`src/rtl/pr_defs_pkg.sv`:
```
// Shared pipeline-register definitions: elastic-stage state encodings and the
// packed field layout of the EX/MEM payload.
package pr_defs;

    typedef enum logic [1:0] {
        PR_EMPTY = 2'd0,
        PR_ONE   = 2'd1,
        PR_FULL  = 2'd2
    } pr_state_e;

    // EX/MEM payload fields, packed MSB-first as {pc, alu_result, rd, ctrl}.
    localparam int EXMEM_PC_W    = 32;
    localparam int EXMEM_ALU_W   = 32;
    localparam int EXMEM_RD_W    = 5;
    localparam int EXMEM_CTRL_W  = 8;
    localparam int EXMEM_TOTAL_W = EXMEM_PC_W + EXMEM_ALU_W + EXMEM_RD_W + EXMEM_CTRL_W;

    function automatic logic [1:0] pr_occupancy(input pr_state_e st);
        case (st)
            PR_EMPTY: pr_occupancy = 2'd0;
            PR_ONE:   pr_occupancy = 2'd1;
            PR_FULL:  pr_occupancy = 2'd2;
            default:  pr_occupancy = 2'd0;
        endcase
    endfunction

endpackage

```
`src/rtl/pr_data_slot.sv`:
```
// One payload register with load and clear-to-RESET_DATA; reset and clear
// take priority over load.
module pr_data_slot #(
    parameter int                DATA_W     = 32,
    parameter logic [DATA_W-1:0] RESET_DATA = '0
) (
    input  logic              CLK,
    input  logic              RESET_N,
    input  logic              load,
    input  logic              clear,
    input  logic [DATA_W-1:0] d,
    output logic [DATA_W-1:0] q
);

    logic [DATA_W-1:0] data_d;
    logic [DATA_W-1:0] data_q;

    always_comb begin
        data_d = data_q;
        if (clear) begin
            data_d = RESET_DATA;
        end else if (load) begin
            data_d = d;
        end
    end

    always_ff @(posedge CLK) begin
        if (!RESET_N) begin
            data_q <= RESET_DATA;
        end else begin
            data_q <= data_d;
        end
    end

    assign q = data_q;

endmodule

```
`src/rtl/pr_elastic.sv`:
```
// Two-entry elastic pipeline register (main + skid slot) with flush and
// optional zeroing of the payload whenever no valid entry is presented.
module pr_elastic
    import pr_defs::*;
#(
    parameter int                DATA_W      = 32,
    parameter logic [DATA_W-1:0] RESET_DATA  = '0,
    parameter bit                ZERO_BUBBLE = 1'b1
) (
    input  logic              CLK,
    input  logic              RESET_N,
    input  logic              FLUSH,
    input  logic              IN_VALID,
    output logic              IN_READY,
    input  logic [DATA_W-1:0] IN_DATA,
    output logic              OUT_VALID,
    input  logic              OUT_READY,
    output logic [DATA_W-1:0] OUT_DATA,
    output logic [1:0]        OCCUPANCY,
    output logic [1:0]        DBG_STATE
);

    // Handshake: a transfer happens on a posedge where valid and ready are both
    // high; valid never waits on ready, and IN_READY comes straight from a flop
    // so no combinational path exists from OUT_READY to IN_READY.
    pr_state_e state_d, state_q;
    logic      in_ready_d, in_ready_q;

    logic              in_fire;
    logic              out_fire;
    logic              main_load, main_clear, main_from_skid;
    logic              skid_load, skid_clear;
    logic [DATA_W-1:0] main_in;
    logic [DATA_W-1:0] main_q;
    logic [DATA_W-1:0] skid_q;

    assign in_fire  = IN_VALID & in_ready_q;
    assign out_fire = OUT_VALID & OUT_READY;

    always_comb begin
        state_d        = state_q;
        main_load      = 1'b0;
        main_clear     = 1'b0;
        main_from_skid = 1'b0;
        skid_load      = 1'b0;
        skid_clear     = 1'b0;

        case (state_q)
            PR_EMPTY: begin
                if (in_fire) begin
                    main_load = 1'b1;
                    state_d   = PR_ONE;
                end
            end
            PR_ONE: begin
                if (in_fire && !out_fire) begin
                    skid_load = 1'b1;
                    state_d   = PR_FULL;
                end else if (in_fire && out_fire) begin
                    main_load = 1'b1;
                end else if (out_fire) begin
                    main_clear = ZERO_BUBBLE;
                    skid_clear = ZERO_BUBBLE;
                    state_d    = PR_EMPTY;
                end
            end
            PR_FULL: begin
                if (out_fire) begin
                    main_load      = 1'b1;
                    main_from_skid = 1'b1;
                    skid_clear     = ZERO_BUBBLE;
                    state_d        = PR_ONE;
                end
            end
            default: begin
                state_d = PR_EMPTY;
            end
        endcase

        // Squash wins over any handshake in the same cycle.
        if (FLUSH) begin
            state_d    = PR_EMPTY;
            main_load  = 1'b0;
            skid_load  = 1'b0;
            main_clear = ZERO_BUBBLE;
            skid_clear = ZERO_BUBBLE;
        end

        in_ready_d = (state_d != PR_FULL);
    end

    always_ff @(posedge CLK) begin
        if (!RESET_N) begin
            state_q    <= PR_EMPTY;
            in_ready_q <= 1'b1;
        end else begin
            state_q    <= state_d;
            in_ready_q <= in_ready_d;
        end
    end

    assign main_in = main_from_skid ? skid_q : IN_DATA;

    pr_data_slot #(
        .DATA_W     (DATA_W),
        .RESET_DATA (RESET_DATA)
    ) u_main (
        .CLK     (CLK),
        .RESET_N (RESET_N),
        .load    (main_load),
        .clear   (main_clear),
        .d       (main_in),
        .q       (main_q)
    );

    pr_data_slot #(
        .DATA_W     (DATA_W),
        .RESET_DATA (RESET_DATA)
    ) u_skid (
        .CLK     (CLK),
        .RESET_N (RESET_N),
        .load    (skid_load),
        .clear   (skid_clear),
        .d       (IN_DATA),
        .q       (skid_q)
    );

    assign IN_READY  = in_ready_q;
    assign OUT_VALID = (state_q != PR_EMPTY);
    assign OUT_DATA  = main_q;
    assign OCCUPANCY = pr_occupancy(state_q);
    assign DBG_STATE = state_q;

endmodule
```
`config.mk`:
```
export PLATFORM = sky130hd
export DESIGN_NAME = pr_elastic
export DESIGN_NICKNAME = d
export VERILOG_FILES = /design/src/rtl/pr_defs_pkg.sv /design/src/rtl/pr_data_slot.sv /design/src/rtl/pr_elastic.sv
export SDC_FILE = /design/constraint.sdc
export NUM_CORES = 1
export LEC_CHECK = 0
export CORE_ASPECT_RATIO = 1.1
export CORE_MARGIN = 2
export CORE_UTILIZATION = 40
export DETAILED_ROUTE_END_ITERATION = 10
export DONT_BUFFER_PORTS = 1
export PLACE_DENSITY = 0.58
export SYNTH_ARGS = -nofsm -noshare
export SYNTH_HDL_FRONTEND = slang
export SYNTH_HIERARCHICAL = 1
export SYNTH_SLANG_ARGS = --single-unit
```
`constraint.sdc`:
```
create_clock -name CLK -period 1.6 [get_ports CLK]
set_input_delay 0 -clock CLK [delete_from_list [all_inputs] [get_ports CLK]]
set_output_delay 0 -clock CLK [all_outputs]
set_load 0.005 [all_outputs]
```
### Word level (Yosys, flattened, before mapping)

Index checks and enable logic that the tools add are counted.

| word-level totals | value |
|---|---|
| bits in registers | 67 |
| logic and storage cells | 42 |

| operators by class | value |
|---|---|
| equality and inequality tests | 3 |
| muxes and demuxes | 25 |
| bitwise operators | 3 |
| reductions and logical operators | 7 |

Operators by type and width:

| kind | number |
|---|---|
| $mux W32 | 1 |
| $mux W1 | 14 |
| $mux W2 | 6 |
| $pmux W2 S3 | 1 |
| $pmux W2 S2 | 1 |
| $reduce_or A2 Y1 | 2 |
| $pmux W1 S3 | 1 |
| $and A1 B1 Y1 | 2 |
| $eq A2 B1 Y1 const B | 1 |
| $eq A2 B2 Y1 const B | 1 |
| $logic_and A1 B1 Y1 | 2 |
| $logic_not A2 Y1 | 1 |
| $ne A2 B2 Y1 const B | 1 |
| $pmux W1 S2 | 1 |
| $reduce_bool A2 Y1 | 1 |
| $logic_not A1 Y1 | 1 |
| $not A1 Y1 | 1 |

### Logic depth before layout (Yosys ltp)

| depth | value |
|---|---|
| depth in word-level cells | 8 |
| mapped depth | 10 |
| mapped depth without buffers | 8 |

### By module

Netlist, hierarchy kept.

Modules (own cells, without submodules):

| module | instances | cells each | area each (um2) |
|---|---|---|---|
| pr_data_slot | 2 | 104 | 1173.6 |
| pr_elastic | 1 | 74 | 815.8 |

### Least setup slack after synthesis

OpenSTA, ideal clock, no wires.

| path | value |
|---|---|
| path kind | reg2reg |
| start point | register state_q[0] (netlist: DBG_STATE[0]) |
| end point | register u_skid.data_q[0] (netlist: u_skid/q[0]) |
| data arrival time | 1752 ps |
| required time | 1483 ps |
| slack | -269 ps |
| stages on the path, launching flop included | 11 |
| period minus slack after synthesis | 1869 ps |
| cell sequence | dfxtp_1 > inv_1 > ha_1 > nor2b_4 > nand2_4 > buf_6 > nand2_1 > a21o_1 > nand2b_1 > buf_2 > nor2_1 |

| on the way | value |
|---|---|
| word-level cells in the longest chain between the ends | 8 |
| elaborated cells between the ends (all ways) | 16 |
| classes of those cells | 2 x eq/ne; 8 x mux; 1 x bitwise; 5 x reduce/logical |

RTL lines:

| item | line | text |
|---|---|---|
| start: declaration | pr_elastic.sv:26 | `pr_state_e state_d, state_q;` |
| start signal: assignment | pr_elastic.sv:97 | `state_q <= state_d;` |
| $reduce_bool A2 Y1 | pr_elastic.sv:129 | `assign OUT_VALID = (state_q != PR_EMPTY);` |
| $and A1 B1 Y1 | pr_elastic.sv:38 | `assign out_fire = OUT_VALID & OUT_READY;` |
| $mux W1 (tied with other cells) | pr_elastic.sv:61, pr_elastic.sv:68 |  |
| $mux W1 / $logic_and A1 B1 Y1 (equally long branches) | pr_elastic.sv:59, pr_elastic.sv:56 |  |
| $mux W1 | pr_elastic.sv:56 | `if (in_fire && !out_fire) begin` |
| $pmux W1 S2 * | pr_elastic.sv:48 | `case (state_q)` |
| $mux W1 * | pr_elastic.sv:81 | `if (FLUSH) begin` |
| via skid_clear | pr_elastic.sv:32 | `logic skid_load, skid_clear;` |
| $reduce_or A2 Y1 (no source line) * | n/a |  |
| end signal: assignment | pr_data_slot.sv:31 | `data_q <= data_d;` |
| end: declaration | pr_data_slot.sv:16 | `logic [DATA_W-1:0] data_q;` |

Mark *: on every way through the listed nets, which the timed path passes. The rest lies on a longest branch.
A chain may end at the register's enable or synchronous reset.

### Worst setup path in the final report

| path | value |
|---|---|
| start point | register state_q[1] (netlist: DBG_STATE[1]) |
| end point | register u_main.data_q[17] (netlist: u_main/q[17]) |

| on the way | value |
|---|---|
| elaborated cells between the ends (all ways) | 20 |
| classes of those cells | 2 x eq/ne; 11 x mux; 1 x bitwise; 6 x reduce/logical |

RTL lines:

| item | line | text |
|---|---|---|
| $reduce_bool A2 Y1 | pr_elastic.sv:129 |  |
| $and A1 B1 Y1 | pr_elastic.sv:38 |  |
| $mux W1 | pr_elastic.sv:68 | `if (out_fire) begin` |
| $mux W1 * | pr_elastic.sv:48 |  |
| $mux W32 * | pr_elastic.sv:102 | `assign main_in = main_from_skid ? skid_q : IN_DATA;` |
| via main_in[17] | pr_elastic.sv:33 | `logic [DATA_W-1:0] main_in;` |
| end signal: assignment | pr_data_slot.sv:31 |  |
| end: declaration | pr_data_slot.sv:16 |  |

Marked as above.

==> results.md <==
* Register area at 1350 sq um
* Highest clock frequency the design can meet at 0.565 GHz
* Leakage component of the power at 1.74 nW
* Max clock buf depth at 2
* Critical Path Fanout Max at 15
* Remaining global-route overflow at 0
* Area after DPL at about 3500 sq um
* Total power at 3.71 mW
* Number of enable-type register cells in the synthesized netlist at 0
* Max capacitance violation total at 0
* Clock-pin slew of the registers on the worst-case setup and hold paths at 70 ps
* Antenna violations before repair at 0
* Final worst setup slack at -171 ps
* DRC marker count from the first detailed-route iteration at 59
* Post-Route Skew at 6.52 ps
* Root buffer cell: sky130_fd_sc_hd__clkbuf_8
* Number of instances in the synthesized netlist at around 280
* Worst slew margin at 81.8%
* Path class of the lowest-slack min-delay path: primary input to flop
* Final instance count without filler cells at 463
* Worst VDD drop at 493 uV
* Slew @ Worst Pin at 271 ps
* I/O Buffers at 0
* Max-slew violation total from the final report at 0
* Async set-or-reset flop fraction in the synthesized netlist at 0%
* Global Route Usage Sum at 16.5%
* Largest net degree at the start of global routing at 22
* Crit path time final at 1770 ps
* Required time of the critical path at 1820 ps
* Number of cells on the worst reg-to-reg path at 8
* Element type at the critical path end: flop
* Die Width at 88.8 um
* Area Overhead vs Synth at 36.1%
* Effective utilization at floorplan at roughly two fifths
* Ys flop type: sky130_fd_sc_hd__dfxtp_1
* Netlist area before placement at 3160 sq um
* Area of the multi-input gates at 1700 sq um
* Count of boundary I/O pins at 75
* Routed wire length per instance at between 10 and 15 um
* Placeable Area at 7780 sq um
* CTS tree: yes
* Remaining antenna violation count after routing at 0
* Power Dens Cells at 861 nW/um^2
* Remaining routing DRC violations at 0
* Vias in the first global route at approximately 2.3k
* Type of the setup path with the least slack: flop to flop
* Post-synthesis net count at around 320
* Sequential element share of the synthesized area at between 40% and 50%
* Diodes inserted at 0
* Total Die Area at 8640 sq um
* Total number of vias at between 2k and 2.5k
* Avg Synthesized Cell Area at 11.2 sq um
* Final Hold Fails at 0
* Depth of the worst hold-timing path at 3
* CTS HTree Levels at 3
* Final cycle utilization of the critical path at 111%
* Arrival time worst endpoint at 1990 ps
* Number of distinct library cells after synthesis at 27
* Global placement routability congestion at 0.789
* Layout cell share with drive strength beyond 1 at 29.9%
* Total clock buffers created by CTS at 9
* Number of clock sinks seen by CTS at 67
* # placed instances at approximately 400
* Violated checks: negative setup slack
* Via-to-Cell Ratio at 4.78
* Setup violation total in the final timing report at 64
* Number of detailed-route iterations in the first pass at 4
* Number of synthesized register bits at 67
* Crit start category: flop
* Layout Cell Area excl Fill at 4300 sq um
* RSZ-0062 raised after global routing: true
* Estimated wirelength of the detail-placed design at ~4300 um
* Routed wire length at between 6000 and 7000 um
* Rows at 34
* Die Y-Extent at 97.3 um
* Number of nets in the layout at roughly 390
* Setup slack of the worst register-to-register path at -170 ps
* Outcome: finished with violations
* Clock Latency Late Sink at 330 ps
* Synthesis warning total at 6
* Wire length of the first global-routing pass at ~11000 um
* Number of fill cells at 730
worst max-delay path, cell delays in order (launching register included):
cell	delay (ps)
sky130_fd_sc_hd__dfxtp_4	390
sky130_fd_sc_hd__inv_4	50
sky130_fd_sc_hd__ha_4	180
sky130_fd_sc_hd__nor2b_4	190
sky130_fd_sc_hd__nand2_4	140
sky130_fd_sc_hd__buf_12	190
sky130_fd_sc_hd__mux2_4	300
sky130_fd_sc_hd__mux2i_1	160
sky130_fd_sc_hd__nor2_1	50
per-stage QoR:
| stage | utilization (%) | setup slack, ps | hold slack [ps] | TNS [ps] |
|---|---|---|---|---|
| after floorplan | - | -1.08 | 146 | -21.5 |
| after global placement | 44.8 | -119 | 153 | -6000 |
| after detailed placement | 44.8 | -150 | 158 | -7100 |
| after CTS | 54.3 | -120 | 1.59 | -5320 |
| after global routing | 55.3 | -222 | 15.8 | -10570 |
| final | 55.3 | -171 | 18.4 | -6490 |
sequential cells by signal, summed over array words and instances, names as in the netlist:
name       count
IN_READY       1
DBG_STATE      2
u_skid/q      32
u_main/q      32
report_power, final:
group / total, mW / switching [mW] / internal, mW
Clock: 1.54 / 0.660 / 0.881
Sequential: 1.71 / 0.0197 / 1.69
Combinational: 0.456 / 0.176 / 0.280
cell usage after synthesis (2+ instances only):
library cell,instances,area (sq um)
sky130_fd_sc_hd__dfxtp_1,67,1340
sky130_fd_sc_hd__nor2_1,66,248
sky130_fd_sc_hd__mux2i_1,64,641
sky130_fd_sc_hd__mux2_4,29,435
sky130_fd_sc_hd__buf_12,6,120
sky130_fd_sc_hd__buf_2,6,30.0
sky130_fd_sc_hd__buf_6,5,56.3
sky130_fd_sc_hd__ha_1,5,62.6
sky130_fd_sc_hd__inv_1,5,18.8
sky130_fd_sc_hd__nand2_1,4,15.0
sky130_fd_sc_hd__mux2_2,3,33.8
sky130_fd_sc_hd__nand2b_1,3,18.8
sky130_fd_sc_hd__a21o_1,2,15.0
sky130_fd_sc_hd__nand3_1,2,10.0
sky130_fd_sc_hd__nor2b_1,2,12.5
sky130_fd_sc_hd__o21ai_0,2,10.0
layout by cell type (no fill, tap or decap), types with 4 or more instances in the layout:
cell type,synthesis,routed
sky130_fd_sc_hd__mux2i_1,64,64
sky130_fd_sc_hd__buf_12,6,11
sky130_fd_sc_hd__clkbuf_8,0,9
sky130_fd_sc_hd__nand2_1,4,4
sky130_fd_sc_hd__nor2_1,66,65
sky130_fd_sc_hd__dlygate4sd3_1,0,35
sky130_fd_sc_hd__buf_4,0,21
sky130_fd_sc_hd__dfxtp_1,67,65
sky130_fd_sc_hd__mux2_4,29,29
final timing paths:
kind                      from           end
setup / recovery  DBG_STATE[1]  u_main/q[17]
setup reg to reg  DBG_STATE[1]  u_main/q[17]
hold reg to reg   u_skid/q[21]  u_skid/q[21]
hold / removal       OUT_READY  DBG_STATE[1]
routing by layer:
layer  vias to the layer above  share of wire (%)  global-route usage [%]  routed length (um)
met5                         -                  0                       0                   0
met4                         0                1.4                    5.83                  93
met3                         9                4.8                    4.76                 329
met2                        52                 53                    29.0                3610
met1                      1051                 41                    18.4                2830
li1                       1101                  -                       -                   -
cell families (layout without fill, tap and decap cells):
| group | count (synthesis) | after routing | share of synthesized area (%) |
|---|---|---|---|
| muxes | 96 | 96 | 35.1 |
| and+or+nand+nor | 81 | 81 | 10.8 |
| DFF | 67 | 67 | 42.4 |
| buffers and inverters | 22 | 95 | 7.12 |
| AOI/OAI and AO/OA | 11 | 11 | 2.61 |
| adders and majority gates | 5 | 5 | 1.98 |
area by class of cell:
class,count,area share (%)
Sequential cell,67,31.3
Inverter,5,0.552
Tap cell,108,3.14
Timing Repair Buffer,74,20.5
Clock inverter,6,2.06
Clock buffer,10,2.97
Multi-Input combinational cell,193,39.4
timing repair:
action,4_1_cts,5_1_grt
gates resized for setup,10,5
hold buffers,35,0
pin swaps,1,5
setup endpoints to repair,64,64
setup buffers,7,1
endpoints found under the hold margin,67,0
cloned,3,2
(Power assumes the default switching activity.)
